<file path="src/rtl/regfile_wb_arbiter_pkg.sv">
// Shared definitions for the register-file writeback arbiter: default widths,
// the hard-wired zero register index and the writeback request record.
package regfile_wb_arbiter_pkg;

   localparam int unsigned DEF_DATA_W = 32;
   localparam int unsigned DEF_ADDR_W = 5;

   localparam logic [DEF_ADDR_W-1:0] REG_ZERO = 5'd0;

   typedef struct packed {
      logic                  valid;
      logic [DEF_ADDR_W-1:0] wreg;
      logic [DEF_DATA_W-1:0] wdata;
   } wb_req_t;

endpackage

</file>
<file path="src/rtl/md_wb_fifo.sv">
// In-order buffer for mult/div writeback results. Exposes per-entry valid and
// destination vectors so the parent can build the pending-write mask.
module md_wb_fifo #(
   parameter int unsigned DATA_W = 32,
   parameter int unsigned ADDR_W = 5,
   parameter int unsigned DEPTH  = 2
) (
   input  logic                           clk_i,
   input  logic                           rst_ni,
   input  logic                           push_i,
   input  logic [ADDR_W-1:0]              wreg_i,
   input  logic [DATA_W-1:0]              wdata_i,
   input  logic                           pop_i,
   output logic [ADDR_W-1:0]              head_wreg_o,
   output logic [DATA_W-1:0]              head_wdata_o,
   output logic [$clog2(DEPTH):0]         count_o,
   output logic [DEPTH-1:0]               entry_valid_o,
   output logic [DEPTH-1:0][ADDR_W-1:0]   entry_wreg_o
);

   localparam int unsigned PtrW = $clog2(DEPTH);
   localparam int unsigned CntW = PtrW + 1;

   logic [PtrW-1:0]              wr_ptr_q, wr_ptr_d;
   logic [PtrW-1:0]              rd_ptr_q, rd_ptr_d;
   logic [CntW-1:0]              count_q, count_d;
   logic [DEPTH-1:0]             valid_q, valid_d;
   logic [DEPTH-1:0][ADDR_W-1:0] wreg_q;
   logic [DEPTH-1:0][DATA_W-1:0] wdata_q;

   // Parent guarantees no push when full and no pop when empty.
   always_comb begin
      wr_ptr_d = wr_ptr_q;
      rd_ptr_d = rd_ptr_q;
      valid_d  = valid_q;
      count_d  = count_q;
      if (push_i) begin
         wr_ptr_d          = wr_ptr_q + 1'b1;
         valid_d[wr_ptr_q] = 1'b1;
      end
      if (pop_i) begin
         rd_ptr_d          = rd_ptr_q + 1'b1;
         valid_d[rd_ptr_q] = 1'b0;
      end
      unique case ({push_i, pop_i})
         2'b10:   count_d = count_q + 1'b1;
         2'b01:   count_d = count_q - 1'b1;
         default: count_d = count_q;
      endcase
   end

   always_ff @(posedge clk_i or negedge rst_ni) begin
      if (!rst_ni) begin
         wr_ptr_q <= '0;
         rd_ptr_q <= '0;
         count_q  <= '0;
         valid_q  <= '0;
         wreg_q   <= '0;
         wdata_q  <= '0;
      end else begin
         wr_ptr_q <= wr_ptr_d;
         rd_ptr_q <= rd_ptr_d;
         count_q  <= count_d;
         valid_q  <= valid_d;
         if (push_i) begin
            wreg_q[wr_ptr_q]  <= wreg_i;
            wdata_q[wr_ptr_q] <= wdata_i;
         end
      end
   end

   assign head_wreg_o   = wreg_q[rd_ptr_q];
   assign head_wdata_o  = wdata_q[rd_ptr_q];
   assign count_o       = count_q;
   assign entry_valid_o = valid_q;
   assign entry_wreg_o  = wreg_q;

endmodule

</file>
<file path="src/rtl/regfile_wb_arbiter.sv">
// Arbitrates the register file write port between the pipeline writeback stage
// and buffered mult/div results, forcing a drain when the buffer starves.
module regfile_wb_arbiter
   import regfile_wb_arbiter_pkg::*;
#(
   parameter int unsigned DATA_W     = DEF_DATA_W,
   parameter int unsigned ADDR_W     = DEF_ADDR_W,
   parameter int unsigned FIFO_DEPTH = 2,
   parameter int unsigned STARVE_MAX = 4
) (
   input  logic                        clk,
   input  logic                        reset,
   input  logic                        pipe_valid,
   input  logic [ADDR_W-1:0]           pipe_wreg,
   input  logic [DATA_W-1:0]           pipe_wdata,
   output logic                        pipe_stall,
   input  logic                        md_valid,
   output logic                        md_ready,
   input  logic [ADDR_W-1:0]           md_wreg,
   input  logic [DATA_W-1:0]           md_wdata,
   output logic                        regwrite,
   output logic [ADDR_W-1:0]           wreg,
   output logic [DATA_W-1:0]           wdata,
   output logic [2**ADDR_W-1:0]        pending_mask,
   output logic [$clog2(FIFO_DEPTH):0] fifo_count
);

   localparam int unsigned CntW = $clog2(FIFO_DEPTH) + 1;
   localparam int unsigned StW  = $clog2(STARVE_MAX + 1);

   logic                               push, pop;
   logic                               fifo_empty, force_drain;
   logic [CntW-1:0]                    fifo_cnt;
   logic [ADDR_W-1:0]                  head_wreg;
   logic [DATA_W-1:0]                  head_wdata;
   logic [FIFO_DEPTH-1:0]              entry_valid;
   logic [FIFO_DEPTH-1:0][ADDR_W-1:0]  entry_wreg;
   logic [StW-1:0]                     starve_q, starve_d;
   wb_req_t                            pipe_req, md_req, sel_req;
   logic                               regwrite_q, regwrite_d;
   logic [ADDR_W-1:0]                  wreg_q, wreg_d;
   logic [DATA_W-1:0]                  wdata_q, wdata_d;

   md_wb_fifo #(
      .DATA_W (DATA_W),
      .ADDR_W (ADDR_W),
      .DEPTH  (FIFO_DEPTH)
   ) u_fifo (
      .clk_i         (clk),
      .rst_ni        (reset),
      .push_i        (push),
      .wreg_i        (md_wreg),
      .wdata_i       (md_wdata),
      .pop_i         (pop),
      .head_wreg_o   (head_wreg),
      .head_wdata_o  (head_wdata),
      .count_o       (fifo_cnt),
      .entry_valid_o (entry_valid),
      .entry_wreg_o  (entry_wreg)
   );

   // Gating with reset keeps md_ready low for as long as reset is held.
   assign md_ready    = reset && (fifo_cnt != CntW'(FIFO_DEPTH));
   assign push        = md_valid && md_ready;
   assign fifo_empty  = (fifo_cnt == '0);
   assign force_drain = !fifo_empty && (starve_q == StW'(STARVE_MAX));
   assign pipe_stall  = force_drain;

   assign pipe_req = '{valid: pipe_valid,
                       wreg:  DEF_ADDR_W'(pipe_wreg),
                       wdata: DEF_DATA_W'(pipe_wdata)};
   assign md_req   = '{valid: !fifo_empty,
                       wreg:  DEF_ADDR_W'(head_wreg),
                       wdata: DEF_DATA_W'(head_wdata)};

   always_comb begin
      pop      = 1'b0;
      sel_req  = '0;
      starve_d = starve_q;
      if (force_drain || (!pipe_valid && !fifo_empty)) begin
         pop     = 1'b1;
         sel_req = md_req;
      end else if (pipe_valid) begin
         sel_req = pipe_req;
      end
      // Reaching the increment means the buffer is non-empty and the pipe won.
      if (pop || fifo_empty) begin
         starve_d = '0;
      end else if (starve_q != StW'(STARVE_MAX)) begin
         starve_d = starve_q + 1'b1;
      end
   end

   always_comb begin
      regwrite_d = sel_req.valid && (sel_req.wreg != REG_ZERO);
      wreg_d     = wreg_q;
      wdata_d    = wdata_q;
      if (regwrite_d) begin
         wreg_d  = ADDR_W'(sel_req.wreg);
         wdata_d = DATA_W'(sel_req.wdata);
      end
   end

   always_ff @(posedge clk or negedge reset) begin
      if (!reset) begin
         starve_q   <= '0;
         regwrite_q <= 1'b0;
         wreg_q     <= '0;
         wdata_q    <= '0;
      end else begin
         starve_q   <= starve_d;
         regwrite_q <= regwrite_d;
         wreg_q     <= wreg_d;
         wdata_q    <= wdata_d;
      end
   end

   always_comb begin
      pending_mask = '0;
      for (int i = 0; i < int'(FIFO_DEPTH); i++) begin
         if (entry_valid[i]) begin
            pending_mask[entry_wreg[i]] = 1'b1;
         end
      end
      pending_mask[0] = 1'b0;
   end

   assign regwrite   = regwrite_q;
   assign wreg       = wreg_q;
   assign wdata      = wdata_q;
   assign fifo_count = fifo_cnt;

endmodule

</file>
<file path="config.mk">
export PLATFORM = sky130hd
export DESIGN_NAME = regfile_wb_arbiter
export DESIGN_NICKNAME = d
export VERILOG_FILES = /design/src/rtl/regfile_wb_arbiter_pkg.sv /design/src/rtl/md_wb_fifo.sv /design/src/rtl/regfile_wb_arbiter.sv
export SDC_FILE = /design/constraint.sdc
export NUM_CORES = 1
export LEC_CHECK = 0
export CORE_ASPECT_RATIO = 0.8
export CORE_MARGIN = 10
export CORE_UTILIZATION = 51
export CTS_BUF_LIST = sky130_fd_sc_hd__clkbuf_2 sky130_fd_sc_hd__clkbuf_4 sky130_fd_sc_hd__clkbuf_8
export CTS_CLUSTER_SIZE = 12
export DETAILED_ROUTE_END_ITERATION = 6
export PLACE_DENSITY = 0.93
export SKIP_LAST_GASP = 1
export SLEW_MARGIN = 20
export SYNTH_ARGS = -nofsm -noshare
export SYNTH_HDL_FRONTEND = slang
export SYNTH_HIERARCHICAL = 1
export SYNTH_SLANG_ARGS = --single-unit
</file>
<file path="constraint.sdc">
create_clock -name clk -period 3.7 [get_ports clk]
set_clock_uncertainty 0.05 [all_clocks]
set_input_delay 0.925 -clock clk [delete_from_list [all_inputs] [get_ports clk]]
set_output_delay 0.925 -clock clk [all_outputs]
set_load 0.03 [all_outputs]
</file>
==> results.md, run 1 <==
* **diodes inserted** 0
* **number of nets produced by synthesis** 516
* **share of the clock period used by the worst path** 92.4%
* **count of placed standard cells in the final layout, fillers left out** 747
* **mean instance size in the synthesized netlist** 13.9 sq um
* **initial antenna violation count** 0
* **Power Density** 878 nW/um^2
* **share of cells above drive strength 1** 32.4%
* **drc violations** 0
* **H-tree depth** 4
* **reported max-cap violation count** 0
* **clock buffer depth** 2
* **final-layout setup total negative slack** 0 ns
* **number of instances in the synthesized netlist** 435
* **worst-skew pair later-pin latency** 0.43 ns
* **via count of the first global-routing pass** 4609
* **DIE AREA** 16600 sq um
* **status** complete, no violations
* **area of the mapped netlist** 6030 sq um
* **pin count of the biggest net entering global routing** 69
* **routed via count** 4348
* **number of buffers inserted for hold repair after clock tree synthesis** 0
* **number of DRC markers in iteration 0** 382
* **sequential cell area fraction in the yosys report** 50.2%
* **Core Area** 11600 sq um
* **WP data arrival** 2.44 ns
* **width of the die** 142 um
* **net total in the final layout** 667
* **share of async-settable or async-resettable flops after synthesis** 100%
* **capturing element type of the critical path** output port
* **GRT Resource Usage Total** 19.1%
* **worst min-delay path category** reg2reg
* **TritonCTS clock tree** built
* **post-placement worst setup slack** 0.269 ns
* **Synth top area share** 50.2%
* **hold violation count in the final report** 0
* **time the final worst path needs with I/O delays and setup** 3.42 ns
* **yosys synthesis warning count** 6
* **CTS-repair resized insts** 0
* **classification of the worst setup path** reg2out
* **clock root buffer** sky130_fd_sc_hd__clkbuf_8
* **Placed Instances** 715
* **top flip-flop cell by instance count after synthesis** sky130_fd_sc_hd__dfrtp_1
* **Max rail drop VDD** 537 uV
* **cell types with the largest area share after synthesis** sky130_fd_sc_hd__dfrtp_1 (50%), sky130_fd_sc_hd__mux2_2 (18%), sky130_fd_sc_hd__mux2_4 (11%), sky130_fd_sc_hd__a22o_1 (4.8%), sky130_fd_sc_hd__o22ai_1 (3.2%)
* **Fin Hold WS** 0.429 ns
* **HPWL after DPL** 11100 um
* **remaining global-route overflow** 0
* **final antenna-violating net count** 0
* **Filler cells** 795
* **remaining max-slew budget at the tightest pin** 43.6%
* **number of flops mapped to enable cells by yosys** 0
* **initial core utilization** 52.2%
* **post-CTS setup-driven buffer insertion count** 0
* **number of CTS-inserted buffers** 17
* **num ports** 152
* **first-pass GRT wire length** 25000 um
* **number of rows created at floorplan** 35
* **biggest fanout along the worst timing path** 10
* **number of flip-flops and latches in the synthesized netlist** 121
* **endpoint required time on the critical path** 2.72 ns
* **standby leakage power** 3.41 nW
* **# port buffers** 150
* **final weighted congestion in routability-driven placement** 0.936
* **placed inst area** 7570 sq um
* **largest area contributor in the synthesized netlist** sky130_fd_sc_hd__dfrtp_1
* **most frequent cells after synthesis** sky130_fd_sc_hd__dfrtp_1 (121), sky130_fd_sc_hd__mux2_2 (97), sky130_fd_sc_hd__mux2_4 (44)
* **area of all placed cells without fillers** 8000 sq um
* **crit path launch type** flop
* **post-CTS clock slew at the launch and capture registers of the worst setup and hold paths** 0.07 ns
* **utilization after layout** 69.2%
* **distinct cell type count of the synthesized netlist** 39
* **most frequently used cell type in the post-synthesis netlist** sky130_fd_sc_hd__dfrtp_1
* **routed wirelength normalized by instance count** 21.4 um
* **CTS sink count** 121
* **routed via count divided by cell count** 5.82
* **Tightest Pin Transition** 0.847 ns
* **final count of pins violating max slew** 0
* **total design power** 7.03 mW
* **final setup vio count** 0
* **setup slack after layout** 0.282 ns
* **Routed WL** 16000 um
* **setup repair after global routing missed its margin** false
* **FMAX** 293 MHz
* **floorplan die height** 117 um
* **router iterations before antenna repair** 5
* **Synth-to-Final Area Change** 32.6%
[kinds of logic (layout without fill, tap and decap cells)]
| group | Yosys count | in the layout | synth area share [%] |
|---|---|---|---|
| multiplexers | 144 | 144 | 29.6 |
| AND/OR/NAND/NOR | 43 | 43 | 4.62 |
| AO/OA/AOI/OAI | 82 | 82 | 9.91 |
| other | 1 | 1 | 0.0622 |
| flip-flops | 121 | 121 | 50.2 |
| XOR/XNOR | 5 | 5 | 0.726 |
| buffers and inverters | 36 | 200 | 4.27 |
| adder cells (fa/ha/maj) | 3 | 3 | 0.622 |
[cell type report]
type                            count  area [sq um]  area share, %
Clock inverter                      9           148           1.84
Inverter                           10          37.5          0.469
Timing Repair Buffer              158          1560           19.4
Sequential cell                   121          3030           37.9
Tap cell                          148           185           2.31
Multi-Input combinational cell    278          2770           34.6
Clock buffer                       23           279           3.49
[worst max-delay path, cell delays in order, from the launching register on]
cell and delay [ns]:
sky130_fd_sc_hd__dfrtp_1 0.49, sky130_fd_sc_hd__or3b_2 0.55, sky130_fd_sc_hd__o22ai_1 0.23, sky130_fd_sc_hd__clkdlybuf4s50_1 0.73
[final timing paths]
check	from	slack [ns]	to	cells after the start
worst max-delay path	u_fifo/entry_wreg_o[4]$_DFFE_PN0P_	0.28	pending_mask[9]	3
worst min-delay path	starve_q[0]$_DFFE_PN0P_	0.43	starve_q[0]$_DFFE_PN0P_	1
worst max register to register	u_fifo/rd_ptr_q$_DFFE_PN0P_	1.18	wreg[3]$_DFFE_PN0P_	6
worst min register to register	starve_q[0]$_DFFE_PN0P_	0.43	starve_q[0]$_DFFE_PN0P_	1
max in group asynchronous	reset	1.62	u_fifo/rd_ptr_q$_DFFE_PN0P_	3
min in group asynchronous	reset	0.59	wdata[30]$_DFFE_PN0P_	2
[cell usage in the layout (no fill, tap or decap), drive strengths merged]
master	instances
or3b	5
mux2i	1
dfrtp	121
a21boi	1
a22o	33
nand2	5
or4	1
nand2b	1
or2	1
o21ai	5
clkinv	4
nor2b	1
clkbuf	23
a221o	1
nor3b	1
xnor2	2
ha	3
conb	1
and4b	1
xor2	3
and2	1
nand3b	10
mux2	143
nor2	9
clkinvlp	1
buf	10
or3	2
nand3	4
bufinv	4
clkdlybuf4s50	148
a211oi	2
nor4	1
a21oi	4
o21a	1
o22ai	31
a22oi	4
inv	10
[where the power goes]
group	switching [mW]	leakage [nW]	internal (mW)
clock network	0.511	0.222	0.774
registers	0.493	1.46	1.98
logic	1.53	1.74	1.74
[metal layers]
layer  up-vias  share of wire [%]  GRT usage [%]
li1       1932                  -              -
met1      2156                 41           22.5
met2       212                 48           31.4
met3        48                8.7           7.18
met4         0                2.6           7.34
met5         -                  0              0
[state kept, by name, summed over array words and instances (netlist names)]
signal,flops
u_fifo/count_o,2
regwrite,1
u_fifo/wr_ptr_q,1
wdata,32
u_fifo/rd_ptr_q,1
u_fifo/entry_wreg_o,10
wreg,5
starve_q,3
u_fifo/wdata_q,64
u_fifo/entry_valid_o,2
Power figures use the tool's default switching activity.
==> inputs of run 2 (changes only) <==
CORE_ASPECT_RATIO = 2   (was 0.8)
TNS_END_PERCENT = 30   (was unset)
==> run 2 against run 1 <==
- maximum frequency rose by 1.0%
- clock power fell by 12%
- cell area fell by 0.69%
- critical path depth did not move
- worst hold slack got worse by 0.0013 ns
- largest power group unchanged
- die area rose by 1.4%
- utilization fell by 0.89 points
- first-iteration DRC count fell by 49%
- non-clock buffer count fell by 1
- via count fell by 1.1%
==> results.md, run 2 (synthesis results as in run 1) <==
* **cells along the critical path** or3b_2 -> o22ai_1 -> clkdlybuf4s50_1
* **critical path capture point** pending_mask[5]
* **final antenna-violating net count** 0
* **remaining max-slew budget at the tightest pin** 41.7%
* **endpoint required time on the critical path** 2.72 ns
* **Reg with most FFs** u_fifo/wdata_q
* **max FFs per register** 64
* **area used by multi-input combinational logic** 2770 sq um
* **post-CTS setup-driven buffer insertion count** 0
* **initial core utilization** 51.9%
* **TritonCTS clock tree** built
* **time the final worst path needs with I/O delays and setup** 3.38 ns
* **number of buffers inserted for hold repair after clock tree synthesis** 0
* **drc violations** 0
* **hold violation count in the final report** 0
* **net total in the final layout** 666
* **GRT Resource Usage Total** 19.7%
* **area of all placed cells without fillers** 7950 sq um
* **part of the power in combinational logic** 47.0%
* **reported max-cap violation count** 0
* **first-pass GRT wire length** 26700 um
* **final count of pins violating max slew** 0
* **Synth-to-Final Area Change** 31.7%
* **most used cells in the layout excluding fill and tap cells** sky130_fd_sc_hd__clkdlybuf4s50_1 (149), sky130_fd_sc_hd__dfrtp_1 (120), sky130_fd_sc_hd__mux2_2 (97), sky130_fd_sc_hd__mux2_4 (44), sky130_fd_sc_hd__a22o_1 (32)
* **share of the clock period used by the worst path** 91.5%
* **Tightest Pin Transition** 0.874 ns
* **routed via count** 4300
* **Worst path max stage delay** 0.75 ns
* **capturing element type of the critical path** output port
* **status** complete, no violations
* **routed via count divided by cell count** 5.79
* **width of the die** 96.9 um
* **WP data arrival** 2.41 ns
* **initial antenna violation count** 1
* **num ports** 152
* **routed wirelength normalized by instance count** 22.5 um
* **reg-to-reg endpoint** wdata[27]$_DFFE_PN0P_
* **Max rail drop VDD** 463 uV
* **router iterations before antenna repair** 4
* **worst min-delay path category** reg2reg
* **most common cell after layout, fill and taps aside** sky130_fd_sc_hd__clkdlybuf4s50_1
* **Power Density** 869 nW/um^2
* **startpoint of the worst register-to-register path** u_fifo/rd_ptr_q$_DFFE_PN0P_
* **biggest fanout along the worst timing path** 10
* **flop-to-flop setup slack** 0.93 ns
* **number of DRC markers in iteration 0** 194
* **FMAX** 295 MHz
* **Filler cells** 853
* **clock buffer depth** 2
* **internal power** 4.36 mW
* **register area** 3030 sq um
* **Critical Path Slowest Stage Cell** sky130_fd_sc_hd__clkdlybuf4s50_1
* **placed inst area** 7560 sq um
* **setup repair after global routing missed its margin** false
* **final-layout setup total negative slack** 0 ns
* **via count of the first global-routing pass** 4842
* **DIE AREA** 16800 sq um
* **remaining global-route overflow** 0
* **pin count of the biggest net entering global routing** 72
* **crit path launch type** flop
* **Routed WL** 16800 um
* **final weighted congestion in routability-driven placement** 0.849
* **Core Area** 11600 sq um
* **HPWL after DPL** 12300 um
* **H-tree depth** 4
* **CTS sink count** 121
* **CTS-repair resized insts** 0
* **classification of the worst setup path** reg2out
* **share of cells above drive strength 1** 32.0%
* **source of the critical timing path** u_fifo/entry_wreg_o[3]$_DFFE_PN0P_
* **portion of total power attributed to sequential cells** 36.5%
* **share of power burned in the clock network** 16.5%
* **switching share of power** 36.9%
* **post-CTS clock slew at the launch and capture registers of the worst setup and hold paths** 0.07 ns
* **floorplan die height** 174 um
* **# port buffers** 150
* **final setup vio count** 0
* **worst-skew pair later-pin latency** 0.42 ns
* **net switching component of the power** 2.55 mW
* **standby leakage power** 3.38 nW
* **number of CTS-inserted buffers** 17
* **clock root buffer** sky130_fd_sc_hd__clkbuf_8
* **depth of the worst register-to-register path** 5
* **number of rows created at floorplan** 56
-- run 2: cell types whose count changed in the layout (fill, tap and decap cells not counted), sizes merged --
cell / change
buf: -2
bufinv: -2
clkbuf: -1
clkdlybuf4s50: +1
clkinv: +1
clkinvlp: +1
diode: +1
-- run 2: critical path, delay by kind of cell (launching register included) --
kind	cells	cell delay, ns
buf+inv	1	0.75
simple gates	1	0.56
flops	1	0.49
compound gates	1	0.19
-- run 2: metrics by stage --
stage,std cells,power (mW),utilization [%],hold WS [ns],setup slack (ns)
2_1_floorplan,435,4.68,-,0.388,0.710
3_3_place_gp,711,5.58,65.0,0.400,0.339
3_5_place_dp,711,5.78,65.0,0.423,0.242
4_1_cts,742,6.95,68.2,0.433,0.284
5_1_grt,743,7.27,68.3,0.441,0.219
6_report,743,6.90,68.3,0.428,0.316
-- run 2: layout make-up --
class                      instances  share of cell area (%)
antenna                            1                  0.0315
clock buffer                      22                    3.49
clock inverter                     9                    1.26
inverter                          10                   0.472
multi-input combinational        278                    34.8
sequential                       121                    38.1
tap                              145                    2.28
timing repair buffer             157                    19.5
-- run 2: routing by layer --
metal	up-vias	share of wire [%]	global-route usage (%)
met5	-	0	0
met4	0	2.6	8.03
met3	34	4.6	5.15
met2	173	57	38.0
met1	2163	36	18.8
li1	1930	-	-
-- run 2: power by group through the flow --
stage	Clock (mW)	Combinational [mW]	Sequential, mW
after floorplan	0	1.94	2.74
after global placement	0	3.13	2.45
after detailed placement	0	3.26	2.51
after CTS	1.16	3.28	2.51
after global routing	1.23	3.44	2.60
final	1.14	3.25	2.52
-- run 2: how the worst min path moves through the flow --
stage	start	cells past startpoint	endpoint	slack, ns
after floorplan	starve_q[0]$_DFFE_PN0P_	1	starve_q[0]$_DFFE_PN0P_	0.39
after global routing	starve_q[0]$_DFFE_PN0P_	1	starve_q[0]$_DFFE_PN0P_	0.44
after global placement	starve_q[0]$_DFFE_PN0P_	1	starve_q[0]$_DFFE_PN0P_	0.40
final	starve_q[0]$_DFFE_PN0P_	1	starve_q[0]$_DFFE_PN0P_	0.43
after detailed placement	starve_q[0]$_DFFE_PN0P_	1	starve_q[0]$_DFFE_PN0P_	0.42
after CTS	starve_q[0]$_DFFE_PN0P_	1	starve_q[0]$_DFFE_PN0P_	0.43
==> inputs of run 3 (changes only) <==
CAP_MARGIN = 10   (was unset)
CORE_UTILIZATION = 50   (was 51)
PLACE_DENSITY = 0.91   (was 0.93)
==> run 3 against run 2 <==
- setup slack worse by 0.041 ns
- maximum frequency is 1.2% lower
- largest cell class unchanged
- global-route usage is 0.93 points lower
==> results.md, run 3 (synthesis results as in run 1) <==
* **final setup vio count** 0
* **Met3 Routed Length** 998 um
* **CTS-repair resized insts** 0
* **worst min-delay path category** reg2reg
* **total routed wire length on the met1 layer** 5960 um
* **time the final worst path needs with I/O delays and setup** 3.43 ns
* **initial antenna violation count** 1
* **standby leakage power** 3.36 nW
* **number of DRC markers in iteration 0** 235
* **pin count of the biggest net entering global routing** 63
* **final count of pins violating max slew** 0
* **# port buffers** 150
* **remaining global-route overflow** 0
* **H-tree depth** 4
* **utilization after layout** 67.5%
* **depth of the worst register-to-register path** 5
* **final antenna-violating net count** 0
* **metal2 WL** 8860 um
* **WP data arrival** 2.45 ns
* **max FFs per register** 64
* **number of CTS-inserted buffers** 17
* **TritonCTS clock tree** built
* **via count of the first global-routing pass** 4860
* **Reg with most FFs** u_fifo/wdata_q
* **FMAX** 292 MHz
* **setup repair after global routing missed its margin** false
* **post-CTS setup-driven buffer insertion count** 0
* **Tightest Pin Transition** 0.764 ns
* **Placed Instances** 711
* **floorplan die height** 175 um
* **first-pass GRT wire length** 25900 um
* **Critical Path Slowest Stage Cell** sky130_fd_sc_hd__clkdlybuf4s50_1
* **post-CTS clock slew at the launch and capture registers of the worst setup and hold paths** 0.08 ns
* **router iterations before antenna repair** 5
* **Routed WL** 16300 um
* **routed via count** 4298
* **routed via count divided by cell count** 5.78
* **share of cells above drive strength 1** 32.0%
* **Filler cells** 864
* **capturing element type of the critical path** output port
* **DIE AREA** 17100 sq um
* **status** complete, no violations
* **Crit path buffers/inverters** 1
* **number of rows created at floorplan** 56
* **Synth-to-Final Area Change** 31.6%
* **clock buffer depth** 2
* **hold violation count in the final report** 0
* **most used cells in the layout excluding fill and tap cells** sky130_fd_sc_hd__clkdlybuf4s50_1 (149), sky130_fd_sc_hd__dfrtp_1 (120), sky130_fd_sc_hd__mux2_2 (97), sky130_fd_sc_hd__mux2_4 (44), sky130_fd_sc_hd__a22o_1 (32)
* **net total in the final layout** 666
* **share of the clock period used by the worst path** 92.6%
* **register area** 3030 sq um
* **Core Area** 11800 sq um
* **area of all placed cells without fillers** 7940 sq um
* **Worst path max stage delay** 0.72 ns
* **Power Density** 860 nW/um^2
* **clock root buffer** sky130_fd_sc_hd__clkbuf_8
* **number of logic stages on the critical path including buffering** 3
* **cell type group with the largest total delay on the critical path** buffers and inverters
* **area used by multi-input combinational logic** 2770 sq um
* **drc violations** 0
* **cells along the critical path** or3b_2 -> o22ai_1 -> clkdlybuf4s50_1
* **count of placed standard cells in the final layout, fillers left out** 743
* **placed inst area** 7560 sq um
* **final-layout setup total negative slack** 0 ns
* **biggest fanout along the worst timing path** 7
* **number of buffers inserted for hold repair after clock tree synthesis** 0
* **crit path launch type** flop
* **GRT Resource Usage Total** 18.8%
* **top layer used by detailed routing** met4
* **most common cell after layout, fill and taps aside** sky130_fd_sc_hd__clkdlybuf4s50_1
* **routed wirelength normalized by instance count** 22.0 um
* **width of the die** 97.7 um
* **Max rail drop VDD** 513 uV
* **final weighted congestion in routability-driven placement** 0.856
* **reported max-cap violation count** 0
* **num ports** 152
* **classification of the worst setup path** reg2out
* **remaining max-slew budget at the tightest pin** 49.1%
* **worst-skew pair later-pin latency** 0.43 ns
* **HPWL after DPL** 11800 um
* **Hold Crit Depth** 1
* **initial core utilization** 51.3%
* **CTS sink count** 121
* **endpoint required time on the critical path** 2.72 ns
[run 3: cell count changes in the layout (fill, tap and decap cells not counted)]
cell	before	now
sky130_fd_sc_hd__clkbuf_4	4	0
sky130_fd_sc_hd__inv_6	0	2
sky130_fd_sc_hd__clkinv_4	0	3
sky130_fd_sc_hd__clkinvlp_4	2	6
sky130_fd_sc_hd__clkinv_2	5	1
sky130_fd_sc_hd__bufinv_16	2	1
[run 3: final timing paths]
check / start / to / slack, ns
max: u_fifo/entry_wreg_o[0]$_DFFE_PN0P_ / pending_mask[12] / 0.27
min: starve_q[0]$_DFFE_PN0P_ / starve_q[0]$_DFFE_PN0P_ / 0.45
max reg2reg: u_fifo/rd_ptr_q$_DFFE_PN0P_ / wdata[19]$_DFFE_PN0P_ / 1.18
min reg2reg: starve_q[0]$_DFFE_PN0P_ / starve_q[0]$_DFFE_PN0P_ / 0.45
max in group asynchronous: reset / u_fifo/rd_ptr_q$_DFFE_PN0P_ / 1.66
min in group asynchronous: reset / u_fifo/wdata_q[38]$_DFFE_PN0P_ / 0.64
[run 3: metrics by stage]
stage               worst slack, ns  hold WS, ns  power [mW]
global placement              0.317        0.401        5.60
finish                        0.275        0.446        6.83
CTS                           0.235        0.450        6.86
detailed placement            0.250        0.430        5.74
global route                  0.199        0.464        7.19
floorplan                     0.710        0.388        4.68
[run 3: report_power, final]
part / total (mW) / internal, mW / switching, mW
Sequential: 2.46 / 1.98 / 0.482
Combinational: 3.27 / 1.74 / 1.53
Clock: 1.10 / 0.548 / 0.552
Total: 6.83 / 4.27 / 2.57
[run 3: cell type report]
type | instances | share of cell area (%)
Sequential cell | 121 | 38.1
Multi-Input combinational cell | 278 | 34.9
Timing Repair Buffer | 157 | 19.5
Clock buffer | 18 | 3.12
Tap cell | 145 | 2.28
Clock inverter | 13 | 1.56
Inverter | 10 | 0.473
Antenna cell | 1 | 0.0315
[run 3: metal layers]
| layer | vias up | global-route usage (%) |
|---|---|---|
| li1 | 1927 | - |
| met1 | 2135 | 18.8 |
| met2 | 197 | 34.7 |
| met3 | 39 | 5.15 |
| met4 | 0 | 8.59 |
| met5 | - | 0 |
